### src/rtl/fetch_pkg.sv
// Shared types and constants for the instruction-fetch unit.
// Optional feature macro: FETCH_PC_OVF_TRAP_EN (PC overflow trap, see fetch_pc_reg / fetch_unit).
package fetch_pkg;

    typedef enum logic [0:0] {
        IDLE = 1'b0,
        WAIT = 1'b1
    } fetch_state_e;

    // Latency counter is sized for the largest supported ROM latency.
    localparam int unsigned MAX_MEM_LAT = 4;
    localparam int unsigned LAT_W       = $clog2(MAX_MEM_LAT + 1);

    // IR contents after reset or flush unless overridden by NOP_WORD.
    localparam int unsigned DEFAULT_NOP = 0;

    // Counter preload for a fetch: counts down to zero on the capture edge.
    function automatic logic [LAT_W-1:0] lat_init(input int unsigned mem_lat);
        return LAT_W'(mem_lat - 1);
    endfunction

endpackage

### src/rtl/fetch_unit_if.sv
// Control/ROM/decoder side signals of the fetch unit.
// Optional feature macro: FETCH_PC_OVF_TRAP_EN adds the pc_ovf status signal.
interface fetch_unit_if #(
    parameter int unsigned ADDR_W  = 7,
    parameter int unsigned INSTR_W = 16
);
    logic               fetch_req;
    logic               pc_ld;
    logic [ADDR_W-1:0]  pc_ld_addr;
    logic [ADDR_W-1:0]  mem_addr;
    logic               mem_rd;
    logic [INSTR_W-1:0] mem_q;
    logic [INSTR_W-1:0] ir;
    logic               ir_valid;
    logic               busy;
    logic [ADDR_W-1:0]  pc;
`ifdef FETCH_PC_OVF_TRAP_EN
    logic               pc_ovf;
`endif

    // Environment side: control FSM, ROM and decoder.
    modport master (
        output fetch_req,
        output pc_ld,
        output pc_ld_addr,
        output mem_q,
        input  mem_addr,
        input  mem_rd,
        input  ir,
        input  ir_valid,
        input  busy,
`ifdef FETCH_PC_OVF_TRAP_EN
        input  pc_ovf,
`endif
        input  pc
    );

    // Fetch unit side.
    modport slave (
        input  fetch_req,
        input  pc_ld,
        input  pc_ld_addr,
        input  mem_q,
        output mem_addr,
        output mem_rd,
        output ir,
        output ir_valid,
        output busy,
`ifdef FETCH_PC_OVF_TRAP_EN
        output pc_ovf,
`endif
        output pc
    );

endinterface

### src/rtl/fetch_pc_reg.sv
// Program counter register: async clear, load (jump) with priority over increment.
// Optional feature macro: FETCH_PC_OVF_TRAP_EN -- increment at all-ones holds the PC and
// sets a sticky overflow flag instead of wrapping; a load clears the flag.
module fetch_pc_reg #(
    parameter int unsigned      ADDR_W   = 7,
    parameter logic [ADDR_W-1:0] RESET_PC = '0
) (
    input  logic              Clock,
    input  logic              Clr,
    input  logic              ld,
    input  logic [ADDR_W-1:0] ld_addr,
    input  logic              inc,
`ifdef FETCH_PC_OVF_TRAP_EN
    output logic              ovf,
`endif
    output logic [ADDR_W-1:0] pc
);

`ifdef FETCH_PC_OVF_TRAP_EN
    // PC update with overflow trap: hold at all-ones and flag it.
    always_ff @(posedge Clock or posedge Clr) begin
        if (Clr) begin
            pc  <= RESET_PC;
            ovf <= 1'b0;
        end else if (ld) begin
            pc  <= ld_addr;
            ovf <= 1'b0;
        end else if (inc) begin
            if (&pc) begin
                ovf <= 1'b1;
            end else begin
                pc <= pc + 1'b1;
            end
        end
    end
`else
    // PC update: load wins over increment, increment wraps modulo 2^ADDR_W.
    always_ff @(posedge Clock or posedge Clr) begin
        if (Clr) begin
            pc <= RESET_PC;
        end else if (ld) begin
            pc <= ld_addr;
        end else if (inc) begin
            pc <= pc + 1'b1;
        end
    end
`endif

endmodule

### src/rtl/fetch_unit.sv
// Instruction fetch unit: PC, fetch FSM with ROM latency counter, and instruction register.
// A fetch accepted in IDLE captures mem_q MEM_LAT edges later; pc_ld jumps or flushes.
// Optional feature macro: FETCH_PC_OVF_TRAP_EN (adds pc_ovf, blocks fetches after PC overflow).
module fetch_unit
    import fetch_pkg::*;
#(
    parameter int unsigned        ADDR_W   = 7,
    parameter int unsigned        INSTR_W  = 16,
    parameter int unsigned        MEM_LAT  = 1,
    parameter logic [ADDR_W-1:0]  RESET_PC = '0,
    parameter logic [INSTR_W-1:0] NOP_WORD = INSTR_W'(DEFAULT_NOP)
) (
    input logic         Clock,
    input logic         Clr,
    fetch_unit_if.slave bus
);

    fetch_state_e       state;
    logic [LAT_W-1:0]   lat_cnt;
    logic [INSTR_W-1:0] ir_reg;
    logic               ir_valid_reg;
    logic               busy_reg;
    logic [ADDR_W-1:0]  pc_cur;
    logic               ovf_block;
    logic               fetch_go;
    logic               pc_inc;

`ifdef FETCH_PC_OVF_TRAP_EN
    logic pc_ovf;
    assign ovf_block  = pc_ovf;
    assign bus.pc_ovf = pc_ovf;
`else
    assign ovf_block = 1'b0;
`endif

    // Fetch acceptance, ROM strobe/address and PC increment strobe.
    always_comb begin
        fetch_go     = (state == IDLE) && bus.fetch_req && !ovf_block;
        pc_inc       = (state == WAIT) && !bus.pc_ld && (lat_cnt == '0);
        bus.mem_rd   = fetch_go && !Clr;
        // A jump issued together with a fetch reads the jump target directly.
        bus.mem_addr = ((state == IDLE) && bus.pc_ld) ? bus.pc_ld_addr : pc_cur;
    end

    assign bus.ir       = ir_reg;
    assign bus.ir_valid = ir_valid_reg;
    assign bus.busy     = busy_reg;
    assign bus.pc       = pc_cur;

    fetch_pc_reg #(
        .ADDR_W   (ADDR_W),
        .RESET_PC (RESET_PC)
    ) u_pc_reg (
        .Clock   (Clock),
        .Clr     (Clr),
        .ld      (bus.pc_ld),
        .ld_addr (bus.pc_ld_addr),
        .inc     (pc_inc),
`ifdef FETCH_PC_OVF_TRAP_EN
        .ovf     (pc_ovf),
`endif
        .pc      (pc_cur)
    );

    // Fetch FSM: latency countdown, IR capture or flush, registered status outputs.
    always_ff @(posedge Clock or posedge Clr) begin
        if (Clr) begin
            state        <= IDLE;
            lat_cnt      <= '0;
            ir_reg       <= NOP_WORD;
            ir_valid_reg <= 1'b0;
            busy_reg     <= 1'b0;
        end else begin
            ir_valid_reg <= 1'b0;
            unique case (state)
                IDLE: begin
                    if (fetch_go) begin
                        state    <= WAIT;
                        lat_cnt  <= lat_init(MEM_LAT);
                        busy_reg <= 1'b1;
                    end
                end
                WAIT: begin
                    if (bus.pc_ld) begin
                        // Flush: in-flight ROM data is dropped.
                        state    <= IDLE;
                        lat_cnt  <= '0;
                        ir_reg   <= NOP_WORD;
                        busy_reg <= 1'b0;
                    end else if (lat_cnt == '0) begin
                        state        <= IDLE;
                        ir_reg       <= bus.mem_q;
                        ir_valid_reg <= 1'b1;
                        busy_reg     <= 1'b0;
                    end else begin
                        lat_cnt <= lat_cnt - 1'b1;
                    end
                end
                default: begin
                    state    <= IDLE;
                    busy_reg <= 1'b0;
                end
            endcase
        end
    end

endmodule

### src/flat_wrapper.sv
// flat-port wrapper written by rule: the top's interface ports become plain ports
module fetch_unit_flat import fetch_pkg::*;
#(
    parameter int unsigned        ADDR_W   = 7,
    parameter int unsigned        INSTR_W  = 16,
    parameter int unsigned        MEM_LAT  = 1,
    parameter logic [ADDR_W-1:0]  RESET_PC = '0,
    parameter logic [INSTR_W-1:0] NOP_WORD = INSTR_W'(DEFAULT_NOP)
)
  (Clock, Clr, bus_fetch_req, bus_pc_ld, bus_pc_ld_addr, bus_mem_q, bus_mem_addr, bus_mem_rd, bus_ir, bus_ir_valid, bus_busy, bus_pc);
  fetch_unit_if #(.ADDR_W(ADDR_W), .INSTR_W(INSTR_W)) bus_i ();
  input logic Clock;
  input logic Clr;
  input wire logic [$bits(bus_i.fetch_req)-1:0] bus_fetch_req;
  input wire logic [$bits(bus_i.pc_ld)-1:0] bus_pc_ld;
  input wire logic [$bits(bus_i.pc_ld_addr)-1:0] bus_pc_ld_addr;
  input wire logic [$bits(bus_i.mem_q)-1:0] bus_mem_q;
  output wire logic [$bits(bus_i.mem_addr)-1:0] bus_mem_addr;
  output wire logic [$bits(bus_i.mem_rd)-1:0] bus_mem_rd;
  output wire logic [$bits(bus_i.ir)-1:0] bus_ir;
  output wire logic [$bits(bus_i.ir_valid)-1:0] bus_ir_valid;
  output wire logic [$bits(bus_i.busy)-1:0] bus_busy;
  output wire logic [$bits(bus_i.pc)-1:0] bus_pc;
  assign bus_i.fetch_req = bus_fetch_req;
  assign bus_i.pc_ld = bus_pc_ld;
  assign bus_i.pc_ld_addr = bus_pc_ld_addr;
  assign bus_i.mem_q = bus_mem_q;
  assign bus_mem_addr = bus_i.mem_addr;
  assign bus_mem_rd = bus_i.mem_rd;
  assign bus_ir = bus_i.ir;
  assign bus_ir_valid = bus_i.ir_valid;
  assign bus_busy = bus_i.busy;
  assign bus_pc = bus_i.pc;
  fetch_unit #(.ADDR_W(ADDR_W), .INSTR_W(INSTR_W), .MEM_LAT(MEM_LAT), .RESET_PC(RESET_PC), .NOP_WORD(NOP_WORD)) u_core (.Clock(Clock), .Clr(Clr), .bus(bus_i));
endmodule
### config.mk
export PLATFORM = sky130hd
export DESIGN_NAME = fetch_unit_flat
export DESIGN_NICKNAME = d
export VERILOG_FILES = /design/src/rtl/fetch_pkg.sv /design/src/rtl/fetch_unit_if.sv /design/src/rtl/fetch_pc_reg.sv /design/src/rtl/fetch_unit.sv /design/src/flat_wrapper.sv
export SDC_FILE = /design/constraint.sdc
export NUM_CORES = 1
export LEC_CHECK = 0
export ABC_AREA = 1
export ABC_CLOCK_PERIOD_IN_PS = 1500
export BUFFER_PORTS_ARGS = -buffer_cell sky130_fd_sc_hd__buf_4
export CELL_PAD_IN_SITES_DETAIL_PLACEMENT = 2
export CELL_PAD_IN_SITES_GLOBAL_PLACEMENT = 2
export CORE_ASPECT_RATIO = 1.1
export CORE_MARGIN = 2
export CORE_UTILIZATION = 24
export CTS_BUF_LIST = sky130_fd_sc_hd__clkbuf_8
export DETAILED_ROUTE_END_ITERATION = 8
export GPL_TIMING_DRIVEN = 0
export PLACE_DENSITY_LB_ADDON = 0.1
export SLEW_MARGIN = 25
export SYNTH_ARGS = -nofsm -noshare
export SYNTH_HDL_FRONTEND = slang
export SYNTH_SLANG_ARGS = --single-unit
### constraint.sdc
create_clock -name Clock -period 1.5 [get_ports Clock]
set_clock_uncertainty 0.15 [all_clocks]
set_input_delay 0.15 -clock Clock [delete_from_list [all_inputs] [get_ports Clock]]
set_output_delay 0.15 -clock Clock [all_outputs]
set_load 0.005 [all_outputs]
==> metrics list <==
* Final weighted congestion of routability-driven global placement: 0.689
* Clock sink total: 29
- The number of antenna diodes in the final layout is 0.
* Top cell type by total area after synthesis: dfrtp_1
- Dividing the detail-routed via count by the number of cells gives about 4.4.
- In the layout the commonest cells are nand2_1, buf_4, dfrtp_1.
- H-tree Lvls: 2
- The floorplan step defined a die boundary enclosing ~0.0067 mm^2.
- The count of final max-slew check failures was 0.
- Derived from the worst setup path, the maximum achievable clock frequency is 632 MHz.
- The worst register-to-register path ends at u_core.bus.ir[15]$_DFFE_PP0P_.
- After detailed routing, the average wire length per cell comes to 14.9 um.
- Across the run, the number of max-cap violations was 0.
* Met1 global-route usage: around 18%
- The final reports fail on negative setup slack.
- Summed over all nets, the half-perimeter wirelength after detailed placement is between 3000 and 4000 um.
- Clock latency reported for the late side of the worst-skew pair: 280 ps
* Post-synthesis net count: 207
- Layout net count: just over 300
* Starting density of the core: 25.1%
- Non-filler instance count after layout: 354
- Total global routing overflow: 0
- Height of the die: about 86 um
* Beginning of the worst hold path: bus_pc_ld_addr[0]
- Fraction of final layout cells with drive strength greater than 1: around 44%
- After detailed placement, the total cell area comes to roughly 0.002 mm^2.
- Via Count: around 1600
* Syn-to-layout area delta: 76.3%
- In this run the core area contains 29 standard-cell rows.
- For this block, the routed nets add up to approximately 5300 um of wire.
* Number of synthesis warnings: 0
* Clock buffer count from CTS: 5
- Synthesis inferred 29 register bits.
- Total setup violations reported at the end of the flow: 8
* Drt pass-1 iters: 4
* Most area-consuming cells after synthesis: dfrtp_1, nand2_1, nand3_1, mux2_2, inv_1
* Synthesized area: 0.00147 mm^2
- Setup repair after global routing could not meet its margin everywhere.
* Worst path slowest cell: dfrtp_2
- The number of hold violations in the final report came to 0.
* Peak fanout along the critical path: 7
- Final worst-path cycle share: 105%
* Initial antenna violation count: 0
- Endpoint required time on the critical path: 1200 ps
- Hold Path Cell Cnt: 4
- Worst-case clock buffer depth: 2
- Number of top-level design ports: 60
- For flop-to-flop paths, the worst setup slack is about 30 ps.
* Met2 GRT Util: 29.2%
- STA classifies the critical path startpoint as a flip-flop.
- The worst setup path is captured at an output port.
- In this run the worst hold path is classified as primary input to flip-flop.
- Critical Path, Cell by Cell: inv_4, nand2_8, mux2_2, buf_4
- On the worst path, the slowest cell contributes a delay of 420 ps.
- After routing the design area is around 0.0026 mm^2.
- Measured against its own limit, the worst slew margin works out to a little under three fifths.
* Part of the Yosys area used for sequential elements: between 40% and 50%
- CP arrival: between 1000 and 1500 ps
- Number of remaining DRC errors: 0
- The die is about 80 um wide.
- In this run the static leakage power is 0.00133 uW.
* Distinct cells, synth: 20
* Met3 Usage GRT: 3.58%
- Terminating pin of the worst hold path: u_core.u_pc_reg.pc[0]$_DFFE_PP0P_
- For the pin with the worst max-slew slack, the measured transition is ~650 ps.
* Syn avg cell area: a little over 8 um^2
- Post-layout worst setup margin: -81.9 ps
* Gr busiest metal: met2
- CTS clk-pin slew, worst paths: about 60 ps
- Port buffering added just under 60 buffers.
* TritonCTS clock tree: yes
- Detail Route Antenna Nets: 0
* Sum of negative setup slack: -576 ps
- Cell area power density: about 1800 mW/mm^2
* Cells after Synth: ~180
* Iteration-0 DRC Markers: 21
- Result of the run: complete, but fails checks
- Pin count of the biggest net entering global routing: 30
* Worst-case vdd ir drop: 541 uV
- The number of global-route vias before repair came to between 1500 and 2000.
- Largest register FFs: 16
* Pre-CTS setup slack: -94.0 ps
- The first global-routing pass estimated between 8000 and 9000 um of wire.
* Number of placed instances, taps included: approximately 310
- The number of cells on the worst reg-to-reg path is 8.
- Most common cell after layout, fill and taps aside: nand2_1
- The top cell type by area accounts for approximately half of the synthesized area.
- Final critical-path required period: around 1600 ps
* Clk root buf: clkbuf_8
- In the global route stage, overall resource usage came out at approximately 16%.
- The critical path is of the flip-flop to output port type.
* Reg-to-reg critical path startpoint: u_core.lat_cnt[0]$_DFFE_PP0P_
* Core region area: 0.00584 mm^2
[what timing repair did]
item | in CTS | in global routing
setup endpoints to repair | 34 | 26
pin swaps | 3 | 12
hold buffers | 22 | 0
cloned | 0 | 2
gates resized for setup | 10 | 32
setup buffers | 5 | 4
hold endpoints to repair | 51 | 0
[how the worst max path moves through the flow]
| stage | from | end | slack [ps] | cells past startpoint |
|---|---|---|---|---|
| global route | u_core.state$_DFF_PP0_ | bus_mem_addr[3] | -130 | 4 |
| finish | u_core.state$_DFF_PP0_ | bus_mem_addr[4] | -80 | 4 |
| global placement | u_core.lat_cnt[0]$_DFFE_PP0P_ | u_core.bus.ir[12]$_DFFE_PP0P_ | -70 | 7 |
| CTS | u_core.state$_DFF_PP0_ | bus_mem_addr[4] | -100 | 4 |
| detailed placement | u_core.lat_cnt[0]$_DFFE_PP0P_ | u_core.bus.ir[9]$_DFFE_PP0P_ | -90 | 7 |
| floorplan | u_core.lat_cnt[0]$_DFFE_PP0P_ | u_core.bus.busy$_DFFE_PP0P_ | 100 | 8 |
[cell type report]
type / count / area (um^2)
fill: 643 / 3260
timing repair buffer: 92 / 783
multi-input combinational: 130 / 748
sequential: 29 / 729
tap: 77 / 96.3
clock buffer: 6 / 82.6
inverter: 14 / 60.1
buffer: 4 / 48.8
clock inverter: 2 / 33.8
[synth_stat cells]
| cell type | instances |
|---|---|
| a21oi_4 | 1 |
| buf_4 | 2 |
| buf_6 | 2 |
| dfrtp_1 | 29 |
| ha_1 | 3 |
| inv_1 | 11 |
| inv_2 | 3 |
| mux2_2 | 7 |
| nand2_1 | 78 |
| nand2_2 | 4 |
| nand3_1 | 18 |
| nand4_1 | 1 |
| nor2_1 | 8 |
| nor2_2 | 1 |
| nor2_4 | 1 |
| o21a_1 | 1 |
| o21ai_0 | 2 |
| o21ai_2 | 1 |
| o21bai_1 | 3 |
| or2_2 | 1 |
[worst max-delay path: cells and delay by family, from the launching register on]
kind / cells / cell delay, ps
and+or+nand+nor: 1 / 80
muxes: 1 / 280
buffers and inverters: 2 / 220
DFF: 1 / 420
[kinds of logic (layout without fill, tap and decap cells)]
| kind of cell | Yosys count | after routing | synth area share [%] |
|---|---|---|---|
| AOI/OAI and AO/OA | 8 | 8 | 4.44 |
| adders and majority gates | 3 | 3 | 2.56 |
| buffers and inverters | 18 | 118 | 6.15 |
| DFF | 29 | 29 | 49.5 |
| muxes | 7 | 7 | 5.38 |
| and+or+nand+nor | 112 | 112 | 31.9 |
[power by group]
group | total [uW] | switching (uW) | internal [uW]
Sequential | 1300 | 242 | 1060
Combinational | 2490 | 1200 | 1290
Clock | 836 | 302 | 534
Total | 4630 | 1740 | 2880
[through the flow]
| stage | hold WS, ps | util (%) | power (uW) |
|---|---|---|---|
| after detailed placement | 157 | 34.3 | 3110 |
| final | 13.9 | 44.2 | 4630 |
| after floorplan | 78.1 | - | 2270 |
| after CTS | 4.01 | 41.4 | 4240 |
| after global placement | 202 | 34.3 | 3060 |
| after global routing | 48.4 | 44.2 | 5000 |
[layer usage]
layer / share of wire (%) / vias up
met5: 0 / -
met4: 1.0 / 0
met3: 3.8 / 7
met2: 56 / 40
met1: 39 / 753
li1: - / 752
Note: power is estimated with default switching activity, not from simulation.
